===== config.mk =====
export PLATFORM = sky130hd
export DESIGN_NAME = fetch_stage
export DESIGN_NICKNAME = d
export VERILOG_FILES = /design/src/rtl/params_pkg.sv /design/src/rtl/fetch_stage.sv
export SDC_FILE = /design/constraint.sdc
export NUM_CORES = 1
export LEC_CHECK = 0
export ABC_CLOCK_PERIOD_IN_PS = 2410
export CORE_ASPECT_RATIO = 0.5
export CORE_MARGIN = 2
export CORE_UTILIZATION = 40
export CTS_BUF_LIST = sky130_fd_sc_hd__clkbuf_8
export DETAILED_ROUTE_END_ITERATION = 6
export GPL_ROUTABILITY_DRIVEN = 0
export PLACE_DENSITY_LB_ADDON = 0.2
export SLEW_MARGIN = 20
export SYNTH_ARGS = -nofsm -noshare
export SYNTH_HDL_FRONTEND = slang
export SYNTH_SLANG_ARGS = --single-unit

===== constraint.sdc =====
create_clock -name clk_i -period 2.41 [get_ports clk_i]
set_input_delay 0.723 -clock clk_i [delete_from_list [all_inputs] [get_ports clk_i]]
set_output_delay 0.723 -clock clk_i [all_outputs]
set_load 0.005 [all_outputs]

===== src/rtl/params_pkg.sv =====
// Shared types and constants for the instruction-fetch stage and the IF/ID boundary.
package params_pkg;

  // Canonical NOP (addi x0, x0, 0) shown whenever no real instruction is held.
  localparam logic [31:0] NOP_INSN = 32'h0000_0013;

  typedef enum logic {
    ST_FETCH = 1'b0,
    ST_WAIT  = 1'b1
  } fetch_state_e;

  typedef struct packed {
    logic        valid;
    logic [31:0] pc;
    logic [31:0] pc_plus_4;
    logic [31:0] insn;
  } if_id_t;

  // Redirect targets may arrive misaligned; fetch addresses are always word aligned.
  function automatic logic [31:0] word_align(input logic [31:0] addr);
    return addr & 32'hFFFF_FFFC;
  endfunction

endpackage


===== src/rtl/fetch_stage.sv =====
// Instruction-fetch stage: owns the PC, issues one instruction-memory request at a
// time, buffers the returned instruction for the IF/ID register and handles redirects
// from EX, including dropping a response that was already in flight.
module fetch_stage
  import params_pkg::*;
#(
  parameter logic [31:0] RESET_PC = 32'h0000_0000
) (
  input  logic        clk_i,
  input  logic        rst_i,
  input  logic        stall_i,
  input  logic        redirect_i,
  input  logic [31:0] redirect_pc_i,
  output logic        imem_req_o,
  output logic [31:0] imem_addr_o,
  input  logic        imem_gnt_i,
  input  logic        imem_rvalid_i,
  input  logic [31:0] imem_rdata_i,
  output if_id_t      if_id_o,
  output logic        if_stall_o
);

  fetch_state_e state_q, state_d;
  logic [31:0]  pc_q, pc_d;
  logic [31:0]  req_pc_q, req_pc_d;
  logic         discard_q, discard_d;
  if_id_t       buf_q, buf_d;

  logic         consume;
  logic [31:0]  redirect_target;

  // The IF/ID register takes the buffered word on any cycle it is not stalled.
  assign consume         = buf_q.valid && !stall_i;
  assign redirect_target = word_align(redirect_pc_i);

  // State and buffer registers; reset puts a NOP-shaped, invalid word on the output.
  always_ff @(posedge clk_i) begin
    if (rst_i) begin
      state_q   <= ST_FETCH;
      pc_q      <= RESET_PC;
      req_pc_q  <= '0;
      discard_q <= 1'b0;
      buf_q     <= '{valid: 1'b0, pc: 32'h0, pc_plus_4: 32'h0, insn: NOP_INSN};
    end else begin
      state_q   <= state_d;
      pc_q      <= pc_d;
      req_pc_q  <= req_pc_d;
      discard_q <= discard_d;
      buf_q     <= buf_d;
    end
  end

  // Next-state: handshake progress, response capture, then redirect overriding both.
  always_comb begin
    state_d   = state_q;
    pc_d      = pc_q;
    req_pc_d  = req_pc_q;
    discard_d = discard_q;
    buf_d     = buf_q;

    if (consume) begin
      buf_d.valid = 1'b0;
    end

    unique case (state_q)
      ST_FETCH: begin
        // A response arriving here has no owner and is ignored.
        if (imem_req_o && imem_gnt_i) begin
          state_d  = ST_WAIT;
          req_pc_d = pc_q;
        end
      end
      ST_WAIT: begin
        if (imem_rvalid_i) begin
          state_d = ST_FETCH;
          if (discard_q) begin
            // Stale response for a pre-redirect PC; pc already holds the new target.
            discard_d = 1'b0;
          end else begin
            // A write here wins over a same-cycle consume.
            buf_d = '{valid:     1'b1,
                      pc:        req_pc_q,
                      pc_plus_4: req_pc_q + 32'd4,
                      insn:      imem_rdata_i};
            pc_d  = req_pc_q + 32'd4;
          end
        end
      end
      default: ;
    endcase

    if (redirect_i) begin
      pc_d        = redirect_target;
      buf_d       = buf_q;
      buf_d.valid = 1'b0;
      if (state_q == ST_WAIT) begin
        if (imem_rvalid_i) begin
          // The in-flight response lands now, so nothing is left to discard later.
          state_d   = ST_FETCH;
          discard_d = 1'b0;
        end else begin
          discard_d = 1'b1;
        end
      end
    end
  end

  // Outputs: request only from FETCH with room in the buffer, never during a redirect.
  always_comb begin
    imem_req_o  = (state_q == ST_FETCH) && !rst_i && !redirect_i && (!buf_q.valid || consume);
    imem_addr_o = pc_q;
    if_id_o     = buf_q;
    if_stall_o  = !buf_q.valid;
  end

`ifdef FORMAL
  a_one_outstanding: assert property (@(posedge clk_i) disable iff (rst_i)
    (state_q == ST_WAIT) |-> !imem_req_o);

  a_addr_stable: assert property (@(posedge clk_i) disable iff (rst_i)
    (imem_req_o && !imem_gnt_i) |=> $stable(imem_addr_o));

  a_out_stable: assert property (@(posedge clk_i) disable iff (rst_i)
    (stall_i && !redirect_i && if_id_o.valid) |=> $stable(if_id_o));

  a_rvalid_legal: assert property (@(posedge clk_i) disable iff (rst_i)
    imem_rvalid_i |-> (state_q == ST_WAIT));
`endif

endmodule


==> qor.txt, run 1 <==
Worst path cell trace -> clkdlybuf4s50_1 -> nand2_1 -> nor3b_4 -> clkbuf_2
Period minus WS final -> 2280 ps
Fmax -> 0.439 GHz
Area grow syn2layout -> 40.8%
Vias in the first global route -> 5862
Required time of the critical path -> 1690 ps
Clock transition at the registers of the reported paths -> 80 ps
Detailed placer's ending HPWL -> 13100 um
Total iterations of the first detailed-routing run -> 7
Comb power frac -> 0.083
Slew Limit Headroom -> 0.540
Post-Syn Instances -> 821
Area leader, netlist -> dfxtp_1
Hold Crit Class -> reg2reg
Share of the synthesized area in the top cell type -> 0.493
Fin Setup TNS -> 0 ps
Postcts setup bufs -> 0
Final Hold Viols -> 0
Crit path DAT -> 1550 ps
Min-Delay Endpoint -> if_id_o[30]
Critical path fanouts, max -> 3
Clock tree sinks -> 161
TritonCTS Buffers -> 17
Overflow after GRT -> 0
Avg Inst Size Synth -> 7.96 sq um
Maxcap violations -> 0
Worst skew pair latency -> 460 ps
Synth unique cells -> 46
Leakage -> 3.16 nW
H-tree Lvls -> 4
Pwr Density -> 555 nW/um^2
Final nets -> 1071
Antenna diode count -> 0
Critical path class -> in2out
Cell Area, Synth -> 6530 sq um
Die ar. -> 17400 sq um
Clock share of power -> 0.378
Initial antenna violation count -> 0
Path depth of the worst reg2reg path -> 5
Port bufs -> 198
Yosys Warn Count -> 0
Syn_nets -> 892
Row cnt -> 32
Fin crit share -> 0.945
#FFs+latches synth -> 161
Worst Setup End Kind -> output pin
Slowest CP cell -> clkdlybuf4s50_1
Unrepaired setup endpoints after global routing -> false
FF-to-FF setup slack -> 320 ps
Max VDD drop -> 314 uV
Setup ws final -> 132 ps
Post-CTS sizing -> 1
Sw frac -> 0.256
Routed len/inst -> 15.5 um
Die height -> 94.4 um
Vias -> 6209
Largest stage delay, worst path -> 400 ps
Fin util -> 0.586
Min-Delay Path Depth -> 2
Fraction of layout cells with a size suffix above 1 -> 0.0809
First-pass GRT wire length -> 30200 um
Area contributors post-synth -> dfxtp_1 (49%), nand2_1 (14%), a21oi_1 (10%)
Sequential area share after synthesis -> 0.493
DIE WIDTH -> 185 um
Outcome -> finished clean
Post-route DRC -> 0
Cts hold-fix bufs -> 0
Clock root cell -> clkbuf_8
Critical R2R Launch -> req_pc_q[4]
Clk_skew -> 19.4 ps
Initial core utilization -> 0.416
Drt first-iter violations -> 422
Core area -> 15700 sq um
Io pins -> 201
Largest net degree at the start of global routing -> 66
Vias per cell -> 5.03
Setup violators final -> 0
Max Slew Vio Count -> 0
FF-to-FF End -> imem_addr_o[25]
Total GRT Usage -> 0.222
Total wire length -> 19200 um
Routed Antenna Nets -> 0
Switch Pwr -> 0.00131 W
Pint -> 0.00380 W
Longest Clk Path Bufs -> 2
Flop pwr share -> 0.539
CTS tree -> done
Post-Place Worst Slack -> -255 ps
Crit start category -> input pin
Hold wc startpoint -> if_id_o[30]
Worst slew pin tran -> 690 ps
## final cells by class
| type | count | area, sq um |
|---|---|---|
| inverters | 6 | 22.5 |
| multi-input cells | 588 | 3030 |
| repair buffers | 226 | 2270 |
| clock inverters | 14 | 131 |
| flip-flops and latches | 161 | 3220 |
| fillers | 1481 | 6500 |
| well taps | 221 | 277 |
| clock buffers | 18 | 248 |
## power by group through the flow
stage	Sequential, W	Clock (W)	Combinational (W)
4_1_cts	0.00275	0.00197	0.000425
5_1_grt	0.00276	0.00210	0.000459
6_report	0.00275	0.00193	0.000423
3_5_place_dp	0.00282	0	0.000424
2_1_floorplan	0.00281	0	0.000169
3_3_place_gp	0.00281	0	0.000420
## cells in the final DEF, fill, tap and decap left out, types with 6 or more instances in the layout
cell	synthesis	final
nand2_1	249	249
clkdlybuf4s50_1	0	195
dfxtp_1	161	161
a21oi_1	135	135
nor2_1	56	56
buf_4	5	22
a211oi_1	21	21
clkbuf_8	0	18
xor2_1	16	16
nand3_1	9	9
xnor2_1	9	9
nor3_1	9	9
o22ai_1	8	8
and3_1	7	7
a211o_1	7	7
buf_12	0	7
inv_1	6	6
nand4_1	6	6
and4_1	6	6
o21ai_0	6	6
## sequential cells by signal, summed over array words and instances, names as in the netlist, named ones only
name	flops
state_q	1
if_id_o	95
imem_addr_o	32
req_pc_q	32
## stage by stage
stage          total power, W  hold slack [ps]  instance area [sq um]  instances
2_1_floorplan         0.00298              445                   6530        821
3_3_place_gp          0.00323              441                   8810       1202
3_5_place_dp          0.00324              446                   8810       1202
4_1_cts               0.00515              459                   9190       1234
5_1_grt               0.00532              481                   9190       1234
6_report              0.00511              457                   9190       1234
## logic make-up after synthesis
group                    after synthesis  synth area share
flip-flops                           161             0.493
AND/OR/NAND/NOR                      370             0.256
buffers and inverters                 72            0.0460
XOR/XNOR                              25            0.0335
AO/OA/AOI/OAI                        192             0.169
adder cells (fa/ha/maj)                1           0.00192
## worst max path at each step
stage	slack [ps]	endpoint	from	cells after the start
2_1_floorplan	260	imem_req_o	rst_i	4
3_3_place_gp	-260	imem_req_o	stall_i	4
3_5_place_dp	-260	imem_req_o	stall_i	4
4_1_cts	4	imem_req_o	stall_i	4
5_1_grt	50	imem_addr_o[21]	rst_i	6
6_report	130	imem_req_o	stall_i	4
## layer usage
metal | global-route usage | wire (um) | vias to the layer above | share of wire
met4 | 0.0615 | 206 | 0 | 0.011
met5 | 0 | 0 | - | 0
li1 | - | - | 3121 | -
met1 | 0.289 | 8710 | 2898 | 0.45
met2 | 0.361 | 8860 | 175 | 0.46
met3 | 0.0659 | 1410 | 15 | 0.074
## cells in the mapped netlist (all sizes together)
| master | count |
|---|---|
| nand2 | 249 |
| dfxtp | 161 |
| a21oi | 135 |
| nor2 | 56 |
| clkbuf | 51 |
| a211oi | 24 |
| xor2 | 16 |
| buf | 15 |
| nand3 | 11 |
| nand4 | 9 |
| nor3 | 9 |
| xnor2 | 9 |
| o22ai | 8 |
| a211o | 7 |
| and3 | 7 |
| o21ai | 7 |
| and4 | 6 |
| inv | 6 |
| nor4 | 5 |
| nand3b | 4 |
| a31oi | 3 |
| nor3b | 3 |
| o221ai | 3 |
| or4b | 3 |
| nand2b | 2 |
| or2 | 2 |
| a21o | 1 |
| a221oi | 1 |
| a41oi | 1 |
| and2 | 1 |
| and3b | 1 |
| and4bb | 1 |
| ha | 1 |
| nor2b | 1 |
| o21bai | 1 |
| o2bb2ai | 1 |
## critical path: cells and delay by family
kind / cells / cell delay [ps]
and+or+nand+nor: 2 / 280
buffers and inverters: 2 / 540
Power figures use the tool's default switching activity.
==> inputs of run 2 (changes only) <==
==> constraint.sdc (replaced) <==
create_clock -name clk_i -period 2.41 [get_ports clk_i]
set_input_delay 0.482 -clock clk_i [delete_from_list [all_inputs] [get_ports clk_i]]
set_output_delay 0.482 -clock clk_i [all_outputs]
set_load 0.005 [all_outputs]
==> run 2 against run 1 <==
Design area about the same. Clock power increased by 21%. Flip-flop and latch count unchanged. Sequential share of layout area about the same. Non-clock buffer count down 8. Fmax up 2.9%. Critical path type unchanged. Die area did not move. Sequential power hardly changed. Via count is 0.31% higher. Cell count is 0.65% lower.
==> qor.txt, run 2 (synthesis results as in run 1) <==
TritonCTS Buffers -> 17 (unchanged)
Crit path DAT -> 1730 ps (was 1550 ps)
Top delay family on crit path -> buffers and inverters (unchanged)
Most frequent cell on the critical path -> clkdlybuf4s50_1
Required time of the critical path -> 1930 ps (was 1690 ps)
First-pass GRT wire length -> 30000 um (was 30200 um)
H-tree Lvls -> 4 (unchanged)
Final Hold Viols -> 0 (unchanged)
Crit start category -> input pin (unchanged)
Worst skew pair latency -> 440 ps (was 460 ps)
Antenna diode count -> 0 (unchanged)
Largest stage delay, worst path -> 550 ps (was 400 ps)
Maxcap violations -> 0 (unchanged)
Number of flip-flops under the largest register name -> 95 (unchanged)
Io pins -> 201 (unchanged)
Bufs and invs on worst path -> 2 (unchanged)
Row cnt -> 32 (unchanged)
Initial core utilization -> 0.416 (unchanged)
Detailed placer's ending HPWL -> 12900 um (was 13100 um)
Total GRT Usage -> 0.219 (was 0.222)
Vias -> 6228 (was 6209)
Commonest non-fill, non-tap cell in the layout -> nand2_1 (unchanged)
Unrepaired setup endpoints after global routing -> false (unchanged)
Post-route DRC -> 0 (unchanged)
Clock root cell -> clkbuf_8 (unchanged)
Overflow after GRT -> 0 (unchanged)
Port bufs -> 198 (unchanged)
Routed Antenna Nets -> 0 (unchanged)
Post-CTS sizing -> 0 (was 1)
DIE WIDTH -> 185 um (unchanged)
Outcome -> finished clean (unchanged)
Clock transition at the registers of the reported paths -> 90 ps (was 80 ps)
Critical path class -> in2out (unchanged)
Cts hold-fix bufs -> 0 (unchanged)
Area grow syn2layout -> 40.6% (was 40.8%)
Period minus WS final -> 2210 ps (was 2280 ps)
Die ar. -> 17400 sq um (unchanged)
Clock tree sinks -> 161 (unchanged)
Max VDD drop -> 433 uV (was 314 uV)
Commonest non-fill, non-tap cells in the layout -> nand2_1 (249), clkdlybuf4s50_1 (196), dfxtp_1 (161), a21oi_1 (135), nor2_1 (56) (was nand2_1 (249), clkdlybuf4s50_1 (195), dfxtp_1 (161), a21oi_1 (135), nor2_1 (56))
Fin Setup TNS -> 0 ps (unchanged)
Final Cell Area -> 9190 sq um (about the same)
Hold Crit Class -> reg2reg (unchanged)
Placed instance area -> 8720 sq um (was 8810 sq um)
Worst path cell trace -> clkdlybuf4s50_1 -> nand2_1 -> nor3b_2 -> clkdlybuf4s50_1 (was clkdlybuf4s50_1 -> nand2_1 -> nor3b_4 -> clkbuf_2)
Fmax -> 0.452 GHz (was 0.439 GHz)
Vias in the first global route -> 5828 (was 5862)
Core area -> 15700 sq um (unchanged)
Worst slew pin tran -> 726 ps (was 690 ps)
Postcts setup bufs -> 0 (unchanged)
Fin crit share -> 0.918 (was 0.945)
Total wire length -> 19000 um (was 19200 um)
Worst Setup End Kind -> output pin (unchanged)
Leakage -> 3.15 nW (was 3.16 nW)
Slew Limit Headroom -> 0.516 (was 0.540)
Total iterations of the first detailed-routing run -> 5 (was 7)
Pwr Total -> 0.00550 W (was 0.00511 W)
Final nets -> 1063 (was 1071)
Vias per cell -> 5.08 (was 5.03)
Max Slew Vio Count -> 0 (unchanged)
Drt first-iter violations -> 457 (was 422)
Slowest CP cell -> clkdlybuf4s50_1 (unchanged)
Pwr Density -> 598 nW/um^2 (was 555 nW/um^2)
Longest Clk Path Bufs -> 2 (unchanged)
CTS tree -> done (unchanged)
Clk_skew -> 13.2 ps (was 19.4 ps)
Initial antenna violation count -> 0 (unchanged)
Fraction of layout cells with a size suffix above 1 -> 0.0716 (was 0.0809)
Setup violators final -> 0 (unchanged)
Die height -> 94.4 um (unchanged)
Largest net degree at the start of global routing -> 163 (was 66)
Routed len/inst -> 15.5 um (about the same)
Critical path fanouts, max -> 3 (unchanged)
run 2: cell types whose count changed in the layout (fill, tap and decap cells not counted), sizes merged:
| cell | change |
|---|---|
| clkdlybuf4s50 | +1 |
| clkinvlp | -1 |
| clkinv | -4 |
| buf | -8 |
| bufinv | +4 |
run 2: metrics by stage:
| stage | worst slack (ps) | std cells | util | hold WS (ps) |
|---|---|---|---|---|
| 6_report | 197 | 1226 | 0.585 | 455 |
| 3_5_place_dp | 166 | 1194 | 0.555 | 446 |
| 4_1_cts | 186 | 1226 | 0.585 | 453 |
| 5_1_grt | 138 | 1226 | 0.585 | 474 |
| 3_3_place_gp | 202 | 1194 | 0.555 | 441 |
| 2_1_floorplan | 569 | 821 | - | 445 |
run 2: final cells by class:
cell class                 count  area (sq um)
sequential                   161          3220
inverter                       6          22.5
clock buffer                  19           262
multi-input combinational    588          3020
timing repair buffer         218          2170
fill                        1490          6510
tap                          221           277
clock inverter                13           208
run 2: worst reg2reg max path, stage by stage, from the launching register on:
cell	delay, ps
dfxtp_1	520
nand4_2	300
nor4_4	500
nand4_1	230
a211o_1	340
a21oi_1	130
run 2: metal layers:
metal	up-vias	wire length, um	track usage
met5	-	0	0
met4	0	217	0.0595
met3	23	1400	0.0710
met2	187	8780	0.359
met1	2912	8610	0.280
li1	3106	-	-
run 2: path summary, 6_finish.rpt:
check	cells past startpoint	start	end	slack (ps)
worst max-delay path	4	stall_i	imem_req_o	200
worst min-delay path	2	imem_addr_o[6]	req_pc_q[6]	460
worst max register to register	5	req_pc_q[7]	imem_addr_o[25]	330
worst min register to register	2	imem_addr_o[6]	req_pc_q[6]	460
run 2: where the power goes:
| part | internal [W] | total (W) | switching [W] |
|---|---|---|---|
| sequential | 0.00271 | 0.00275 | 0.0000455 |
| combinational | 0.000231 | 0.000416 | 0.000185 |
| clock | 0.00129 | 0.00233 | 0.00103 |
| total | 0.00423 | 0.00550 | 0.00126 |
==> inputs of run 3 (changes only) <==
- CORE_UTILIZATION: 40 -> 45
==> run 3 against run 2 <==
Worst setup slack lost 17 ps. Worst hold slack improved by 1.5 ps. Die area down 11%. Flip-flop and latch count unchanged. Wire length fell by 1.3%. Design area fell by 1.3%. Register-to-register slack got worse by 70 ps. Utilization increased by 4.8 points. Sequential share of layout area up 0.47 points.
==> qor.txt, run 3 (synthesis results as in run 1) <==
Antenna diode count -> 0 (unchanged)
Core area -> 14300 sq um (was 15700 sq um)
Placed instance area -> 8690 sq um (was 8720 sq um)
Critical path fanouts, max -> 3 (unchanged)
Commonest non-fill, non-tap cell in the layout -> nand2_1 (unchanged)
Overflow after GRT -> 0 (unchanged)
Total iterations of the first detailed-routing run -> 5 (unchanged)
Vias in the first global route -> 5869 (was 5828)
Initial core utilization -> 0.456 (was 0.416)
Worst slew pin tran -> 982 ps (was 726 ps)
Required time of the critical path -> 1930 ps (about the same)
H-tree Lvls -> 4 (unchanged)
Crit path DAT -> 1750 ps (was 1730 ps)
Port bufs -> 198 (unchanged)
Max VDD drop -> 313 uV (was 433 uV)
Final Cell Area -> 9060 sq um (was 9190 sq um)
Clock tree sinks -> 161 (unchanged)
Row cnt -> 31 (was 32)
Unrepaired setup endpoints after global routing -> false (unchanged)
Die ar. -> 15600 sq um (was 17400 sq um)
Max Slew Vio Count -> 0 (unchanged)
Io pins -> 201 (unchanged)
Number of flip-flops under the largest register name -> 95 (unchanged)
Worst skew pair latency -> 450 ps (was 440 ps)
Initial antenna violation count -> 0 (unchanged)
Final nets -> 1063 (unchanged)
Final Hold Viols -> 0 (unchanged)
Routed Antenna Nets -> 0 (unchanged)
Routed len/inst -> 15.6 um (was 15.5 um)
Die height -> 89.2 um (was 94.4 um)
Pwr Density -> 560 nW/um^2 (was 598 nW/um^2)
Top delay family on crit path -> buffers and inverters (unchanged)
Crit start category -> input pin (unchanged)
DIE WIDTH -> 174 um (was 185 um)
Outcome -> finished clean (unchanged)
Fin Setup TNS -> 0 ps (unchanged)
Fin crit share -> 0.925 (was 0.918)
Vias per cell -> 5.26 (was 5.08)
Post-CTS sizing -> 0 (unchanged)
Fmax -> 0.449 GHz (was 0.452 GHz)
Post-route DRC -> 0 (unchanged)
Longest Clk Path Bufs -> 2 (unchanged)
Fin util -> 0.633 (was 0.585)
First-pass GRT wire length -> 29300 um (was 30000 um)
Leakage -> 3.11 nW (was 3.15 nW)
Commonest non-fill, non-tap cells in the layout -> nand2_1 (249), clkdlybuf4s50_1 (196), dfxtp_1 (161), a21oi_1 (135), nor2_1 (56) (unchanged)
Period minus WS final -> 2230 ps (was 2210 ps)
Drt first-iter violations -> 438 (was 457)
Slew Limit Headroom -> 0.345 (was 0.516)
Clock root cell -> clkbuf_8 (unchanged)
Area grow syn2layout -> 38.8% (was 40.6%)
Largest net degree at the start of global routing -> 96 (was 163)
Largest stage delay, worst path -> 550 ps (about the same)
Clk_skew -> 16.2 ps (was 13.2 ps)
Slowest CP cell -> clkdlybuf4s50_1 (unchanged)
Critical path class -> in2out (unchanged)
CTS tree -> done (unchanged)
Total wire length -> 18800 um (was 19000 um)
Total GRT Usage -> 0.238 (was 0.219)
Worst Setup End Kind -> output pin (unchanged)
TritonCTS Buffers -> 17 (unchanged)
Worst path cell trace -> clkdlybuf4s50_1 -> nand2_1 -> nor3b_2 -> clkdlybuf4s50_1 (unchanged)
Detailed placer's ending HPWL -> 12700 um (was 12900 um)
Vias -> 6320 (was 6228)
Cts hold-fix bufs -> 0 (unchanged)
Pwr Total -> 0.00508 W (was 0.00550 W)
Maxcap violations -> 0 (unchanged)
Postcts setup bufs -> 0 (unchanged)
Setup violators final -> 0 (unchanged)
Bufs and invs on worst path -> 2 (unchanged)
Most frequent cell on the critical path -> clkdlybuf4s50_1 (unchanged)
Fraction of layout cells with a size suffix above 1 -> 0.0707 (was 0.0716)
Hold Crit Class -> reg2reg (unchanged)
Clock transition at the registers of the reported paths -> 80 ps (was 90 ps)
## run 3: changes by cell type in the layout (fill, tap and decap cells not counted)
cell | before | now
buf_12 | 4 | 5
buf_4 | 17 | 16
bufinv_16 | 5 | 1
clkbuf_8 | 19 | 17
clkinv_4 | 1 | 3
inv_6 | 2 | 4
inv_8 | 0 | 1
nand2b_2 | 0 | 1
nand2b_4 | 1 | 0
## run 3: worst reg2reg max path, stage by stage (launching register included)
cell and delay (ps):
dfxtp_1 350, ha_1 270, nand4_4 210, nor4_4 600, nand4_1 190, xor2_1 290, o22ai_1 110
## run 3: cell type report
class / count / area [sq um]
multi-input cells: 588 / 3010
flip-flops and latches: 161 / 3220
well taps: 198 / 248
fillers: 1263 / 5250
inverters: 6 / 22.5
clock buffers: 17 / 234
repair buffers: 218 / 2190
clock inverters: 14 / 134
## run 3: routing by layer
metal,up-vias,track usage,share of wire
met3,22,0.0697,0.078
met4,0,0.0741,0.014
met1,2987,0.302,0.44
li1,3107,-,-
met2,204,0.399,0.47
met5,-,0,0
## run 3: final timing paths
path | from | slack [ps] | cells after the start | to
max | stall_i | 180 | 4 | imem_req_o
min | if_id_o[67] | 460 | 2 | if_id_o[67]
max reg2reg | req_pc_q[2] | 260 | 6 | imem_addr_o[30]
min reg2reg | if_id_o[67] | 460 | 2 | if_id_o[67]
## run 3: per-stage QoR
stage	hold slack (ps)	setup WS, ps	cells
2_1_floorplan	445	569	821
3_3_place_gp	442	133	1171
3_5_place_dp	446	97.3	1171
4_1_cts	459	206	1202
5_1_grt	478	106	1202
6_report	457	181	1202
## run 3: report_power, final
part           internal (W)  leakage, nW  switching, W
registers           0.00271         1.30     0.0000454
logic              0.000232         1.62      0.000187
clock network      0.000829        0.183       0.00108
